===== src/rtl/cq_burst_reader_if.sv =====
// cq_burst_reader_if: groups the circular-queue read port and the outgoing
// byte stream of the burst reader.
// Stream handshake: a byte moves when dout_valid & dout_ready are both high on
// a rising clock edge; once dout_valid is high, dout and dout_valid stay
// stable until that handshake happens.
interface cq_burst_reader_if #(
    parameter int DW = 8
);
    logic          q_empty;
    logic [DW-1:0] q_data;
    logic          q_pop;
    logic [DW-1:0] dout;
    logic          dout_valid;
    logic          dout_ready;

    // Reader side: drives the pop strobe and the stream.
    modport master (
        input  q_empty,
        input  q_data,
        input  dout_ready,
        output q_pop,
        output dout,
        output dout_valid
    );

    // Environment side: the queue and the downstream consumer.
    modport slave (
        output q_empty,
        output q_data,
        output dout_ready,
        input  q_pop,
        input  dout,
        input  dout_valid
    );
endinterface


===== src/rtl/cq_burst_reader.sv =====
// cq_burst_reader: on rd_start pops a burst of 1..2^CW bytes from the circular
// queue and streams them out through a 2-entry skid buffer. Queue read data
// lands one cycle after the pop, so pops are issued only while a buffer slot
// is guaranteed free for the returning byte.
// Optional feature macro: CQ_READER_CHECKSUM_EN adds a running byte checksum
// output csum over the bytes accepted in the current burst.
module cq_burst_reader #(
    parameter int DW = 8,
    parameter int CW = 4
) (
    input  logic              clk,
    input  logic              rst,
    input  logic              en,
    input  logic              rd_start,
    input  logic [CW-1:0]     rd_count,
    cq_burst_reader_if.master bus,
    output logic              busy,
    output logic              done,
`ifdef CQ_READER_CHECKSUM_EN
    output logic [DW-1:0]     csum,
`endif
    output logic [1:0]        dbg_state
);

    typedef enum logic [1:0] {
        IDLE = 2'd0,
        RUN  = 2'd1,
        DONE = 2'd2
    } state_t;

    // rd_count of zero encodes the longest burst, 2^CW.
    localparam logic [CW:0] FULL_LEN = {1'b1, {CW{1'b0}}};

    state_t        state;
    logic [CW:0]   issue_rem;    // pops still to issue
    logic [CW:0]   deliver_rem;  // handshakes still to complete
    logic [DW-1:0] buf_mem [2];
    logic          wr_ptr;
    logic          rd_ptr;
    logic [1:0]    buf_count;
    logic          inflight;     // a popped byte arrives on q_data this cycle

    logic [CW:0]   burst_len;
    logic          hs;
    logic [2:0]    occupancy;
    logic          pop;

    assign burst_len      = (rd_count == '0) ? FULL_LEN : {1'b0, rd_count};
    assign bus.dout       = buf_mem[rd_ptr];
    assign bus.dout_valid = (buf_count != 2'd0);
    assign hs             = bus.dout_valid & bus.dout_ready;

    // Slots committed by the end of this cycle: stored bytes plus the byte
    // landing now, minus the byte leaving on this cycle's handshake. A new
    // pop is safe while that stays below two, which keeps one byte per cycle
    // flowing when the consumer is always ready.
    assign occupancy = {1'b0, buf_count} + {2'b00, inflight} - {2'b00, hs};
    assign pop       = (state == RUN) & en & ~bus.q_empty &
                       (issue_rem != '0) & (occupancy < 3'd2);
    assign bus.q_pop = pop;
    assign dbg_state = state;

    // Burst FSM, skid buffer and registered status outputs.
    always_ff @(posedge clk or posedge rst) begin
        if (rst) begin
            state       <= IDLE;
            issue_rem   <= '0;
            deliver_rem <= '0;
            buf_mem[0]  <= '0;
            buf_mem[1]  <= '0;
            wr_ptr      <= 1'b0;
            rd_ptr      <= 1'b0;
            buf_count   <= 2'd0;
            inflight    <= 1'b0;
            busy        <= 1'b0;
            done        <= 1'b0;
`ifdef CQ_READER_CHECKSUM_EN
            csum        <= '0;
`endif
        end else begin
            done     <= 1'b0;
            inflight <= pop;

            if (inflight) begin
                buf_mem[wr_ptr] <= bus.q_data;
                wr_ptr          <= ~wr_ptr;
            end
            if (hs) begin
                rd_ptr <= ~rd_ptr;
            end
            buf_count <= buf_count + {1'b0, inflight} - {1'b0, hs};

            case (state)
                IDLE: begin
                    if (rd_start) begin
                        issue_rem   <= burst_len;
                        deliver_rem <= burst_len;
                        busy        <= 1'b1;
                        state       <= RUN;
`ifdef CQ_READER_CHECKSUM_EN
                        csum        <= '0;
`endif
                    end
                end
                RUN: begin
                    if (pop) begin
                        issue_rem <= issue_rem - 1'b1;
                    end
                    if (hs) begin
                        deliver_rem <= deliver_rem - 1'b1;
`ifdef CQ_READER_CHECKSUM_EN
                        csum        <= csum + bus.dout;
`endif
                        if (deliver_rem == {{CW{1'b0}}, 1'b1}) begin
                            busy  <= 1'b0;
                            done  <= 1'b1;
                            state <= DONE;
                        end
                    end
                end
                DONE: begin
                    state <= IDLE;
                end
                default: begin
                    state <= IDLE;
                end
            endcase
        end
    end

endmodule


===== src/flat_wrapper.sv =====
// flat-port wrapper written by rule: the top's interface ports become plain ports
module cq_burst_reader_flat 
#(
    parameter int DW = 8,
    parameter int CW = 4
)
  (clk, rst, en, rd_start, rd_count, busy, done, dbg_state, bus_q_empty, bus_q_data, bus_dout_ready, bus_q_pop, bus_dout, bus_dout_valid);
  cq_burst_reader_if #(.DW(DW)) bus_i ();
  input  logic clk;
  input  logic rst;
  input  logic en;
  input  logic rd_start;
  input  logic [CW-1:0] rd_count;
  output logic busy;
  output logic done;
  output logic [1:0] dbg_state;
  input wire logic [$bits(bus_i.q_empty)-1:0] bus_q_empty;
  input wire logic [$bits(bus_i.q_data)-1:0] bus_q_data;
  input wire logic [$bits(bus_i.dout_ready)-1:0] bus_dout_ready;
  output wire logic [$bits(bus_i.q_pop)-1:0] bus_q_pop;
  output wire logic [$bits(bus_i.dout)-1:0] bus_dout;
  output wire logic [$bits(bus_i.dout_valid)-1:0] bus_dout_valid;
  assign bus_i.q_empty = bus_q_empty;
  assign bus_i.q_data = bus_q_data;
  assign bus_i.dout_ready = bus_dout_ready;
  assign bus_q_pop = bus_i.q_pop;
  assign bus_dout = bus_i.dout;
  assign bus_dout_valid = bus_i.dout_valid;
  cq_burst_reader #(.DW(DW), .CW(CW)) u_core (.clk(clk), .rst(rst), .en(en), .rd_start(rd_start), .rd_count(rd_count), .bus(bus_i), .busy(busy), .done(done), .dbg_state(dbg_state));
endmodule

===== config.mk =====
export PLATFORM = sky130hd
export DESIGN_NAME = cq_burst_reader_flat
export DESIGN_NICKNAME = d
export VERILOG_FILES = /design/src/rtl/cq_burst_reader_if.sv /design/src/rtl/cq_burst_reader.sv /design/src/flat_wrapper.sv
export SDC_FILE = /design/constraint.sdc
export NUM_CORES = 1
export LEC_CHECK = 0
export ABC_CLOCK_PERIOD_IN_PS = 3450
export BUFFER_PORTS_ARGS = -buffer_cell sky130_fd_sc_hd__buf_2
export CORE_MARGIN = 8
export CORE_UTILIZATION = 49
export DETAILED_ROUTE_END_ITERATION = 6
export PLACE_DENSITY = 0.72
export SYNTH_ARGS = -nofsm -noshare
export SYNTH_HDL_FRONTEND = slang
export SYNTH_SLANG_ARGS = --single-unit

===== constraint.sdc =====
create_clock -name clk -period 3.45 [get_ports clk]
set_input_delay 0 -clock clk [delete_from_list [all_inputs] [get_ports clk]]
set_output_delay 0 -clock clk [all_outputs]
set_load 0.02 [all_outputs]

Yosys cells after proc, flatten, opt, wreduce, memory -nomap -nowiden
Cells that the tools add are included.
{ "totals": {"regBits": 35, "inputBits": 18, "out_inout_bits": 14, "elab_cells": 70} }
{ "op_classes": {"n_addsub": 6, "n_lt_le_gt_ge": 4, "eq_ne": 6, "n_mux": 23, "n_bitwise": 10, "n_reduce_logical": 10} }
{ "ops": {"columns": ["op", "n"], "rows": [
  ["$mux W8", 4],
  ["$mux W5", 4],
  ["$pmux W5 S2", 2],
  ["$bwmux W16", 1],
  ["$sub A5 B1 Y5 const B", 2],
  ["$reduce_and A3 Y1", 3],
  ["$demux W8 S1", 1],
  ["$mux W1", 6],
  ["$mux W2", 3],
  ["$and A1 B1 Y1", 5],
  ["$eq A5 B1 Y1 const B", 1],
  ["$reduce_bool A5 Y1", 1],
  ["$ge A2 B2 Y1 const B", 2],
  ["$logic_not A4 Y1", 1],
  ["$ne A2 B1 Y1 const B", 2],
  ["$ne A2 B2 Y1 const B", 2],
  ["$not A1 Y2", 2],
  ["$pmux W2 S2", 1],
  ["$reduce_and A4 Y1", 1],
  ["$reduce_bool A2 Y1", 2],
  ["$add A2 B1 Y3", 1],
  ["$lt A3 B2 Y1 const B", 1],
  ["$not A1 Y1", 3],
  ["$sub A3 B1 Y3", 1],
  ["7 further kinds", 7]
]} }

Logic depth before layout (Yosys ltp)
Gate-level depths: netlist (run 1).
{ "logic_depth": {"ltp_word": 7, "mapped_depth": 10, "mapped_depth_nobuf": 10} }

Worst setup path after synthesis (run 1)
Ideal clock, no wire load.
{ "synth_path": {"path_kind": "register to register", "startpoint": "register u_core.buf_count[1]", "endpoint": "register u_core.issue_rem[4]", "setup_ps": 65, "arrival_ps": 2653, "required_time_ps": 3385, "slack_ps": 732, "path_stages_with_launch": 11, "n_path_buf": 0, "synth_period_minus_slack_ps": 2718, "path_cell_list": "dfrtp_1 > o21ai_0 > inv_1 > ha_1 > inv_1 > ha_1 > fa_1 > xor2_1 > nand2_1 > nor2_1 > a221o_2"} }
{ "synth_between": {"elab_chain_len": 7, "elab_cells_between_ends": 8, "cone_classes": "2 x add/sub; 1 x order compare; 1 x eq/ne; 2 x bitwise; 2 x reduce/logical"} }
{ "synth_rtl": {"columns": ["element", "line", "source"], "rows": [
  ["from (decl)", "cq_burst_reader.sv:40", "logic [1:0] buf_count;"],
  ["from (signal assigned)", "cq_burst_reader.sv:91", "buf_count <= buf_count + {1'b0, inflight} - {1'b0, hs};"],
  ["$reduce_bool A2 Y1", "cq_burst_reader.sv:50", "assign bus.dout_valid = (buf_count != 2'd0);"],
  ["$and A1 B1 Y1", "cq_burst_reader.sv:51", "assign hs = bus.dout_valid & bus.dout_ready;"],
  ["via u_core.hs", "cq_burst_reader.sv:44", "logic hs;"],
  ["$sub A3 B1 Y3", "cq_burst_reader.sv:57", "assign occupancy = {1'b0, buf_count} + {2'b00, inflight} - {2'b00, hs};"],
  ["$lt A3 B2 Y1", "cq_burst_reader.sv:59", "(issue_rem != '0) & (occupancy < 3'd2);"],
  ["$and A1 B1 Y1", "cq_burst_reader.sv:59", null],
  ["via bus_q_pop", "flat_wrapper.sv:20", "output wire logic [$bits(bus_i.q_pop)-1:0] bus_q_pop;"],
  ["$ne A2 B1 Y1 (no line)", null, null],
  ["$reduce_and A3 Y1 (no line)", null, null],
  ["to (signal assigned)", "cq_burst_reader.sv:96", "issue_rem <= burst_len;"],
  ["to (signal assigned)", "cq_burst_reader.sv:107", "issue_rem <= issue_rem - 1'b1;"],
  ["to (decl)", "cq_burst_reader.sv:35", "logic [CW:0] issue_rem;"]
]} }
The timed path passes the listed nets, and every way through them passes these cells.
A chain may end at the register's enable or synchronous reset.

Worst setup path in the final report (run 1)
{ "layout_path": {"startpoint": "register u_core.buf_count[1]", "endpoint": "output bus_q_pop"} }
{ "layout_between": {"elab_chain_len": 5, "elab_cells_between_ends": 6, "cone_classes": "2 x add/sub; 1 x order compare; 2 x bitwise; 1 x reduce/logical"} }
{ "layout_rtl": {"columns": ["element", "line"], "rows": [
  ["$reduce_bool A2 Y1", "cq_burst_reader.sv:50"],
  ["$and A1 B1 Y1", "cq_burst_reader.sv:51"],
  ["via u_core.hs", "cq_burst_reader.sv:44"],
  ["$sub A3 B1 Y3", "cq_burst_reader.sv:57"],
  ["$lt A3 B2 Y1", "cq_burst_reader.sv:59"],
  ["$and A1 B1 Y1", "cq_burst_reader.sv:59"],
  ["to (decl)", "flat_wrapper.sv:20"]
]} }
The timed path passes the listed nets, and every way through them passes these cells.

==> results of run 1 <==
## sequential cells by signal, summed over array words and instances (netlist names)
name,count
u_core.issue_rem,5
u_core.rd_ptr,1
u_core.done,1
u_core.buf_count,2
u_core.deliver_rem,5
u_core.wr_ptr,1
u_core.dbg_state,2
u_core.busy,1
u_core.buf_mem,16
u_core.inflight,1
## how the worst max path moves through the flow
stage | from | to | slack, ns | depth (start not counted)
CTS | u_core.buf_count[1]$_DFF_PP0_ | bus_q_pop | 0.39 | 10
finish | u_core.buf_count[1]$_DFF_PP0_ | bus_q_pop | 0.38 | 10
floorplan | u_core.buf_count[1]$_DFF_PP0_ | u_core.issue_rem[4]$_DFFE_PP0P_ | 0.73 | 10
global route | u_core.buf_count[1]$_DFF_PP0_ | bus_q_pop | 0.25 | 10
detailed placement | u_core.buf_count[1]$_DFF_PP0_ | u_core.issue_rem[4]$_DFFE_PP0P_ | 0.54 | 9
global placement | u_core.buf_count[1]$_DFF_PP0_ | u_core.issue_rem[4]$_DFFE_PP0P_ | 0.65 | 9
## final cells by class
cell class,instances,area [um^2]
Sequential cell,35,875.8
Tap cell,48,60.06
Clock inverter,1,5.005
Clock buffer,7,45.04
Timing Repair Buffer,41,252.7
Multi-Input combinational cell,100,814.5
Inverter,14,52.55
Fill cell,296,1445
## metrics by stage
stage	setup slack [ns]	power (W)	utilization
after floorplan	0.7319	0.001416	-
after global placement	0.6486	0.001591	0.5536
after detailed placement	0.5433	0.001648	0.5536
after CTS	0.3921	0.001870	0.5930
after global routing	0.2471	0.002000	0.5930
final	0.3808	0.001848	0.5930
## power by group
group	total, W	internal, W	switching (W)
Sequential	0.000748	0.000596	0.000152
Clock	0.000207	0.0000794	0.000128
Combinational	0.000893	0.000418	0.000475
Total	0.00185	0.00109	0.000755
## worst min-delay path, delay by kind of cell
family / cells / cell delay, ns
buf+inv: 1 / 0.11
compound gates: 2 / 0.19
## synth_stat cells, drive strengths merged, types with 3 or more instances
cell	count
nand2	8
dfrtp	35
buf	3
nand2b	3
o21ai	6
nand3	3
nor3b	4
nor3	3
a21oi	9
ha	6
inv	14
mux2	24
nor2	8
## logic make-up after synthesis
group	Yosys count	share of synthesized area
AND/OR/NAND/NOR	35	0.1084
flip-flops	35	0.4961
AO/OA/AOI/OAI	31	0.1311
multiplexers	24	0.1531
buffers and inverters	19	0.04252
adder cells (fa/ha/maj)	7	0.05386
XOR/XNOR	3	0.01489
## metal layers
metal  up-vias  GRT usage  wire, um
met5         -          0         0
met4         0    0.04314        26
met3         4    0.05189       249
met2        39     0.2339      1883
met1       648     0.1520      1584
li1        630          -         -
==> flow_summary.html, run 1 <==
<table>
<tr><th>Metric</th><th>Value</th></tr>
<tr><th colspan="2">Status</th></tr>
<tr><td>Run status</td><td>complete, no violations</td></tr>
<tr><th colspan="2">Synth</th></tr>
<tr><td>Number of instances in the synthesized netlist</td><td>154</td></tr>
<tr><td>Number of warning messages in the yosys log</td><td>0</td></tr>
<tr><td>Library cells used by synthesis</td><td>35</td></tr>
<tr><td>Top flip-flop cell by instance count after synthesis</td><td>dfrtp_1</td></tr>
<tr><td>Seq cells post-synth</td><td>35</td></tr>
<tr><td>Mean instance size in the synthesized netlist</td><td>11.46 um^2</td></tr>
<tr><td>Synth top area share</td><td>0.4961</td></tr>
<tr><td>Leading cell types by total area after synthesis</td><td>dfrtp_1, mux2_2, ha_1</td></tr>
<tr><td>Share of synthesized area occupied by flip-flops and latches</td><td>0.4961</td></tr>
<tr><td>Proportion of synthesized flip-flops having asynchronous set or reset</td><td>1.000</td></tr>
<tr><td>Cell area after synthesis</td><td>1765 um^2</td></tr>
<tr><td>Number of enable flip-flop cells after synthesis</td><td>0</td></tr>
<tr><td>Post-synthesis net count</td><td>179</td></tr>
<tr><td>Top cell type by total area after synthesis</td><td>dfrtp_1</td></tr>
<tr><th colspan="2">Worst hold path</th></tr>
<tr><td>Source of the worst hold timing path</td><td>rd_count[1]</td></tr>
<tr><td>Number of cells traversed by the worst hold path</td><td>3</td></tr>
<tr><td>Hold/Removal Path Class</td><td>in2reg</td></tr>
<tr><td>Sink of the worst hold path</td><td>u_core.deliver_rem[1]$_DFFE_PP0P_</td></tr>
<tr><th colspan="2">STA</th></tr>
<tr><td>Total negative setup slack</td><td>0 ns</td></tr>
<tr><td>Final period util</td><td>0.8896</td></tr>
<tr><td>Final Critical Period</td><td>3.069 ns</td></tr>
<tr><td>Relative max-transition margin</td><td>0.4696</td></tr>
<tr><td>Total count of max-transition violations in the final report</td><td>0</td></tr>
<tr><td>Clk_skew</td><td>0.01083 ns</td></tr>
<tr><td>Highest clock rate</td><td>325.8 MHz</td></tr>
<tr><td>Setup violations, final</td><td>0</td></tr>
<tr><td>Hold violation count in the final report</td><td>0</td></tr>
<tr><td>Post-route worst hold slack</td><td>0.01725 ns</td></tr>
<tr><td>Unrepaired setup endpoints after global routing</td><td>no</td></tr>
<tr><td>Measured slew at the worst slew-check pin</td><td>0.7940 ns</td></tr>
<tr><th colspan="2">Routing</th></tr>
<tr><td>Detail Route Antenna Nets</td><td>0</td></tr>
<tr><td>Number of iterations in the first detailed-routing pass</td><td>4</td></tr>
<tr><td>Via-per-instance ratio</td><td>5.370</td></tr>
<tr><td>Final Routed Wirelength</td><td>3.744 mm</td></tr>
<tr><td>Via count</td><td>1,321</td></tr>
<tr><td>DRC errors left</td><td>0</td></tr>
<tr><td>Mean routed wirelength per cell</td><td>15.22 um</td></tr>
<tr><td>Initial drt markers</td><td>54</td></tr>
<tr><th colspan="2">Place</th></tr>
<tr><td>Placed wire-length estimate after detailed placement</td><td>2.843 mm</td></tr>
<tr><td># port buffers</td><td>31</td></tr>
<tr><td>GP Congestion</td><td>0.8564</td></tr>
<tr><td>Number of placed cells counting well taps</td><td>229</td></tr>
<tr><td>DP Area</td><td>1966 um^2</td></tr>
<tr><th colspan="2">Floorplanning</th></tr>
<tr><td>Die height</td><td>76.03 um</td></tr>
<tr><td>Placeable core region</td><td>3551 um^2</td></tr>
<tr><td>Initial cell density of the core</td><td>0.4972</td></tr>
<tr><td># IOs</td><td>32</td></tr>
<tr><td>DIE AREA</td><td>5780 um^2</td></tr>
<tr><td>Die width</td><td>76.03 um</td></tr>
<tr><td>Number of placement rows</td><td>22</td></tr>
<tr><th colspan="2">Worst setup path</th></tr>
<tr><td>Worst reg2reg path depth</td><td>9</td></tr>
<tr><td>Flop-to-flop setup slack</td><td>0.52 ns</td></tr>
<tr><td>Reg-to-reg critical path endpoint</td><td>u_core.issue_rem[4]$_DFFE_PP0P_</td></tr>
<tr><td>Worst path max stage delay</td><td>0.42 ns</td></tr>
<tr><td>Maximum net fanout on the critical path</td><td>4</td></tr>
<tr><td>Cell-by-cell trace of the critical path</td><td>o21ai_0 &gt; inv_1 &gt; ha_1 &gt; inv_1 &gt; ha_1 &gt; fa_1 &gt; xor2_1 &gt; nand2_1 &gt; nor2_1 &gt; buf_2</td></tr>
<tr><td>Crit. End Element</td><td>output port</td></tr>
<tr><td>Reg2Reg Launch Point</td><td>u_core.buf_count[1]$_DFF_PP0_</td></tr>
<tr><td>Path type of the worst setup path</td><td>reg2out</td></tr>
<tr><td>Critical-path cell with the highest stage delay</td><td>o21ai_0</td></tr>
<tr><td>Critical Path AT</td><td>3.07 ns</td></tr>
<tr><td>Kind of cell adding the most delay to the critical path</td><td>adder cells</td></tr>
<tr><td>Startpoint type of the worst setup path</td><td>flop</td></tr>
<tr><td>Combined buffer and inverter count along the critical path</td><td>3</td></tr>
<tr><td>Worst EP required</td><td>3.45 ns</td></tr>
<tr><th colspan="2">Clocking</th></tr>
<tr><td>CTS tree</td><td>done</td></tr>
<tr><td>Clock latency on the worst-skew pair</td><td>0.33 ns</td></tr>
<tr><td>Clock root cell</td><td>clkbuf_4</td></tr>
<tr><td>Maximum count of clock buffers along a single path</td><td>2</td></tr>
<tr><td>Number of gates resized after CTS</td><td>0</td></tr>
<tr><td>Post-CTS setup buffers</td><td>0</td></tr>
<tr><td>Number of buffers inserted during clock tree synthesis</td><td>5</td></tr>
<tr><td>Cts hold-fix bufs</td><td>9</td></tr>
<tr><td>Total clock sinks</td><td>35</td></tr>
<tr><td>Clock slew seen by the registers of the worst setup and hold paths</td><td>0.11 ns</td></tr>
<tr><td>H-tree level count</td><td>2</td></tr>
<tr><th colspan="2">Pwr</th></tr>
<tr><td>Total power density per cell area</td><td>877.5 nW/um^2</td></tr>
<tr><td>Total leakage power</td><td>0.9825 nW</td></tr>
<tr><td>Maximum vdd ir drop</td><td>0.4649 mV</td></tr>
<tr><th colspan="2">Finish</th></tr>
<tr><td>Number of diodes</td><td>0</td></tr>
<tr><td>Most common library cell in the layout ignoring fill and taps</td><td>dfrtp_1</td></tr>
<tr><td>Cell area after layout</td><td>2106 um^2</td></tr>
<tr><td>Share of post-route cells with drive strength above 1</td><td>0.3535</td></tr>
<tr><td>Area grow syn2layout</td><td>19.28%</td></tr>
<tr><td>Commonest cells after routing, fill and taps aside</td><td>dfrtp_1, buf_2, mux2_2</td></tr>
<tr><td>Number of standard cells in the final layout excluding fillers</td><td>246</td></tr>
<tr><td>Net count reported at finish</td><td>222</td></tr>
<tr><th colspan="2">Global routing</th></tr>
<tr><td>Wire length of the first global-routing pass</td><td>6.624 mm</td></tr>
<tr><td>Number of global-route vias before repair</td><td>1,453</td></tr>
<tr><td>Pin count of the biggest net entering global routing</td><td>21</td></tr>
<tr><td>Initial antenna violation count</td><td>0</td></tr>
<tr><td>Global-route usage over all layers</td><td>0.1367</td></tr>
<tr><td>GRT Residual Overflow</td><td>0</td></tr>
<tr><th colspan="2">Flow run</th></tr>
<tr><td>Maxcap violations</td><td>0</td></tr>
</table>
(Power assumes the default switching activity.)
==> inputs of run 2 (changes only) <==
--- a/config.mk
+++ b/config.mk
@@ -11,6 +11,7 @@
 export CORE_UTILIZATION = 49
 export DETAILED_ROUTE_END_ITERATION = 6
 export PLACE_DENSITY = 0.72
+export REMOVE_ABC_BUFFERS = 1
 export SYNTH_ARGS = -nofsm -noshare
 export SYNTH_HDL_FRONTEND = slang
 export SYNTH_SLANG_ARGS = --single-unit
==> run 2 against run 1 <==
  * Critical path depth did not move
  * Power is 0.45% lower
  * Sequential power about the same
  * Maximum frequency hardly changed
  * Setup slack worse by 0.0027 ns
  * Cell count increased by 0.41%
  * Register-to-register slack worse by 0.07 ns
  * Wire length down 1.8%
  * Core utilization is 0.28 points higher
  * Global-route usage rose by 0.060 points
  * Non-clock buffer count rose by 1
==> flow_summary.html, run 2 (same netlist as run 1, synthesis figures left out) <==
<table>
<tr><th>Metric</th><th>Value</th></tr>
<tr><th colspan="2">Routing</th></tr>
<tr><td>Initial drt markers</td><td>42 (-22%)</td></tr>
<tr><td>Number of iterations in the first detailed-routing pass</td><td>4 (unchanged)</td></tr>
<tr><td>Detail Route Antenna Nets</td><td>0 (unchanged)</td></tr>
<tr><td>DRC errors left</td><td>0 (unchanged)</td></tr>
<tr><td>Via count</td><td>1,309 (-0.91%)</td></tr>
<tr><td>Final Routed Wirelength</td><td>3.678 mm (-1.8%)</td></tr>
<tr><td>Mean routed wirelength per cell</td><td>14.89 um (-2.2%)</td></tr>
<tr><td>Via-per-instance ratio</td><td>5.300 (-1.3%)</td></tr>
<tr><th colspan="2">Finish</th></tr>
<tr><td>Number of diodes</td><td>0 (unchanged)</td></tr>
<tr><td>Most common library cell in the layout ignoring fill and taps</td><td>dfrtp_1</td></tr>
<tr><td>Fill cells</td><td>310 (+4.7%)</td></tr>
<tr><td>Largest register FFs</td><td>16 (unchanged)</td></tr>
<tr><td>Share of post-route cells with drive strength above 1</td><td>0.3518 (-0.001777)</td></tr>
<tr><td>Commonest cells after routing, fill and taps aside</td><td>dfrtp_1, buf_2, mux2_2</td></tr>
<tr><td>Cell area after layout</td><td>2116 um^2 (+0.48%)</td></tr>
<tr><td>Top flop regs</td><td>u_core.buf_mem: 16 flops, u_core.deliver_rem: 5 flops, u_core.issue_rem: 5 flops</td></tr>
<tr><td>Net count reported at finish</td><td>223 (+0.45%)</td></tr>
<tr><td>Area grow syn2layout</td><td>19.84%</td></tr>
<tr><td>Most flops, register</td><td>u_core.buf_mem</td></tr>
<tr><th colspan="2">Floorplanning</th></tr>
<tr><td>Die width</td><td>76.03 um (unchanged)</td></tr>
<tr><td>Placeable core region</td><td>3551 um^2 (unchanged)</td></tr>
<tr><td>Number of placement rows</td><td>22 (unchanged)</td></tr>
<tr><td># IOs</td><td>32 (unchanged)</td></tr>
<tr><td>Die height</td><td>76.03 um (unchanged)</td></tr>
<tr><td>DIE AREA</td><td>5780 um^2 (unchanged)</td></tr>
<tr><td>Initial cell density of the core</td><td>0.4972 (unchanged)</td></tr>
<tr><th colspan="2">Worst setup path</th></tr>
<tr><td>Critical Path AT</td><td>3.07 ns (about the same)</td></tr>
<tr><td>Startpoint type of the worst setup path</td><td>flop</td></tr>
<tr><td>Worst EP required</td><td>3.45 ns (about the same)</td></tr>
<tr><td>Path type of the worst setup path</td><td>reg2out</td></tr>
<tr><td>Maximum net fanout on the critical path</td><td>4 (unchanged)</td></tr>
<tr><td>Crit. End Element</td><td>output port</td></tr>
<tr><th colspan="2">Pwr</th></tr>
<tr><td>Comb pwr share</td><td>0.483 (about the same)</td></tr>
<tr><td>Total power density per cell area</td><td>869.4 nW/um^2 (-0.92%)</td></tr>
<tr><td>Total leakage power</td><td>0.9867 nW (+0.43%)</td></tr>
<tr><td>Share of total power in the clock network</td><td>0.110 (-0.002)</td></tr>
<tr><td>Internal power consumption</td><td>0.001094 W (about the same)</td></tr>
<tr><td>Sw frac</td><td>0.4055 (-0.002940)</td></tr>
<tr><td>Part of the total power dissipated in sequential elements</td><td>0.407 (+0.002)</td></tr>
<tr><td>Maximum vdd ir drop</td><td>0.4093 mV (-12%)</td></tr>
<tr><td>Net switching power of the design</td><td>0.0007459 W (-1.2%)</td></tr>
<tr><th colspan="2">STA</th></tr>
<tr><td>Post-route worst hold slack</td><td>0.03726 ns (+0.02001 ns)</td></tr>
<tr><td>Relative max-transition margin</td><td>0.5188 (+0.04921)</td></tr>
<tr><td>Hold violation count in the final report</td><td>0 (unchanged)</td></tr>
<tr><td>Final period util</td><td>0.8904 (about the same)</td></tr>
<tr><td>Total negative setup slack</td><td>0 ns (unchanged)</td></tr>
<tr><td>Unrepaired setup endpoints after global routing</td><td>no</td></tr>
<tr><td>Clk_skew</td><td>0.007347 ns (-0.003482 ns)</td></tr>
<tr><td>Final Critical Period</td><td>3.072 ns (+0.002723 ns)</td></tr>
<tr><td>Total count of max-transition violations in the final report</td><td>0 (unchanged)</td></tr>
<tr><td>Highest clock rate</td><td>325.5 MHz (about the same)</td></tr>
<tr><td>Measured slew at the worst slew-check pin</td><td>0.7203 ns (-0.07367 ns)</td></tr>
<tr><td>Setup violations, final</td><td>0 (unchanged)</td></tr>
<tr><th colspan="2">Place</th></tr>
<tr><td>DP Area</td><td>1966 um^2 (unchanged)</td></tr>
<tr><td># port buffers</td><td>31 (unchanged)</td></tr>
<tr><td>Placed wire-length estimate after detailed placement</td><td>2.716 mm (-4.5%)</td></tr>
<tr><td>GP Congestion</td><td>0.8705 (+1.6%)</td></tr>
<tr><th colspan="2">Status</th></tr>
<tr><td>Run status</td><td>complete, no violations</td></tr>
<tr><th colspan="2">Clocking</th></tr>
<tr><td>Clock slew seen by the registers of the worst setup and hold paths</td><td>0.10 ns (about the same)</td></tr>
<tr><td>Post-CTS setup buffers</td><td>0 (unchanged)</td></tr>
<tr><td>H-tree level count</td><td>2 (unchanged)</td></tr>
<tr><td>Total clock sinks</td><td>35 (unchanged)</td></tr>
<tr><td>Clock latency on the worst-skew pair</td><td>0.33 ns (about the same)</td></tr>
<tr><td>Maximum count of clock buffers along a single path</td><td>2 (unchanged)</td></tr>
<tr><td>CTS tree</td><td>done</td></tr>
<tr><td>Number of buffers inserted during clock tree synthesis</td><td>5 (unchanged)</td></tr>
<tr><td>Clock root cell</td><td>clkbuf_4</td></tr>
<tr><th colspan="2">Global routing</th></tr>
<tr><td>Pin count of the biggest net entering global routing</td><td>36 (+71%)</td></tr>
<tr><td>Number of global-route vias before repair</td><td>1,436 (-1.2%)</td></tr>
<tr><td>Global-route usage over all layers</td><td>0.1373 (+0.0005985)</td></tr>
<tr><td>GRT Residual Overflow</td><td>0 (unchanged)</td></tr>
<tr><td>Initial antenna violation count</td><td>0 (unchanged)</td></tr>
<tr><td>Wire length of the first global-routing pass</td><td>6.624 mm (unchanged)</td></tr>
<tr><th colspan="2">Flow run</th></tr>
<tr><td>Maxcap violations</td><td>0 (unchanged)</td></tr>
<tr><th colspan="2">Worst hold path</th></tr>
<tr><td>Hold/Removal Path Class</td><td>in2reg</td></tr>
</table>
==> run 2: changes by cell type in the layout (fill, tap and decap cells not counted) <==
cell and delta:
dlygate4sd3_1 +1
==> run 2: what timing repair did <==
action	4_1_cts	5_1_grt
hold endpoints to repair	52	0
setup endpoints to repair	0	0
gates resized for setup	0	0
hold buffers	10	0
==> run 2: routing by layer <==
metal | vias up | wire, um | track usage
met4 | 0 | 53 | 0.04706
met2 | 35 | 1847 | 0.2374
met1 | 633 | 1563 | 0.1566
met3 | 7 | 213 | 0.04009
met5 | - | 0 | 0
li1 | 634 | - | -
==> run 2: final timing paths <==
check | start | to | slack (ns) | cells after the start
max | u_core.buf_count[1]$_DFF_PP0_ | bus_q_pop | 0.38 | 10
min | rd_count[0] | u_core.issue_rem[0]$_DFFE_PP0P_ | 0.04 | 3
max reg2reg | u_core.buf_count[1]$_DFF_PP0_ | u_core.issue_rem[4]$_DFFE_PP0P_ | 0.45 | 9
min reg2reg | u_core.wr_ptr$_DFFE_PP0P_ | u_core.wr_ptr$_DFFE_PP0P_ | 0.50 | 1
max in group asynchronous | rst | u_core.buf_mem[4]$_DFFE_PP0P_ | 2.81 | 4
min in group asynchronous | rst | u_core.buf_mem[2]$_DFFE_PP0P_ | 0.32 | 4
==> run 2: critical path: stages (launching register included) <==
cell     delay (ns)
dfrtp_1        0.41
o21ai_0        0.45
inv_1          0.19
ha_1           0.32
inv_1          0.04
ha_1           0.19
fa_1           0.37
xor2_1         0.27
nand2_1        0.12
nor2_1         0.18
buf_2          0.20
==> run 2: final cells by class <==
type                            count  area (um^2)  share of cell area
Sequential cell                    35        875.8              0.4140
Multi-Input combinational cell    100        814.5              0.3850
Timing Repair Buffer               42        262.8              0.1242
Tap cell                           48        60.06             0.02839
Inverter                           14        52.55             0.02484
Clock buffer                        7        45.04             0.02129
Clock inverter                      1        5.005            0.002365
==> run 2: per-stage QoR <==
stage                     utilization  power, W  cells  worst slack, ns
after global placement         0.5536  0.001595    229           0.6428
after detailed placement       0.5536  0.001642    229           0.4898
after CTS                      0.5958  0.001860    247           0.3574
after floorplan                     -  0.001402    149           0.7319
final                          0.5958  0.001840    247           0.3781
after global routing           0.5958  0.002006    247           0.1718
==> run 2: power groups by stage <==
stage / combinational, W / sequential, W / clock, W
floorplan: 0.000680 / 0.000722 / 0
global placement: 0.000854 / 0.000740 / 0
finish: 0.000888 / 0.000748 / 0.000203
CTS: 0.000901 / 0.000745 / 0.000214
global route: 0.000994 / 0.000777 / 0.000235
detailed placement: 0.000887 / 0.000755 / 0
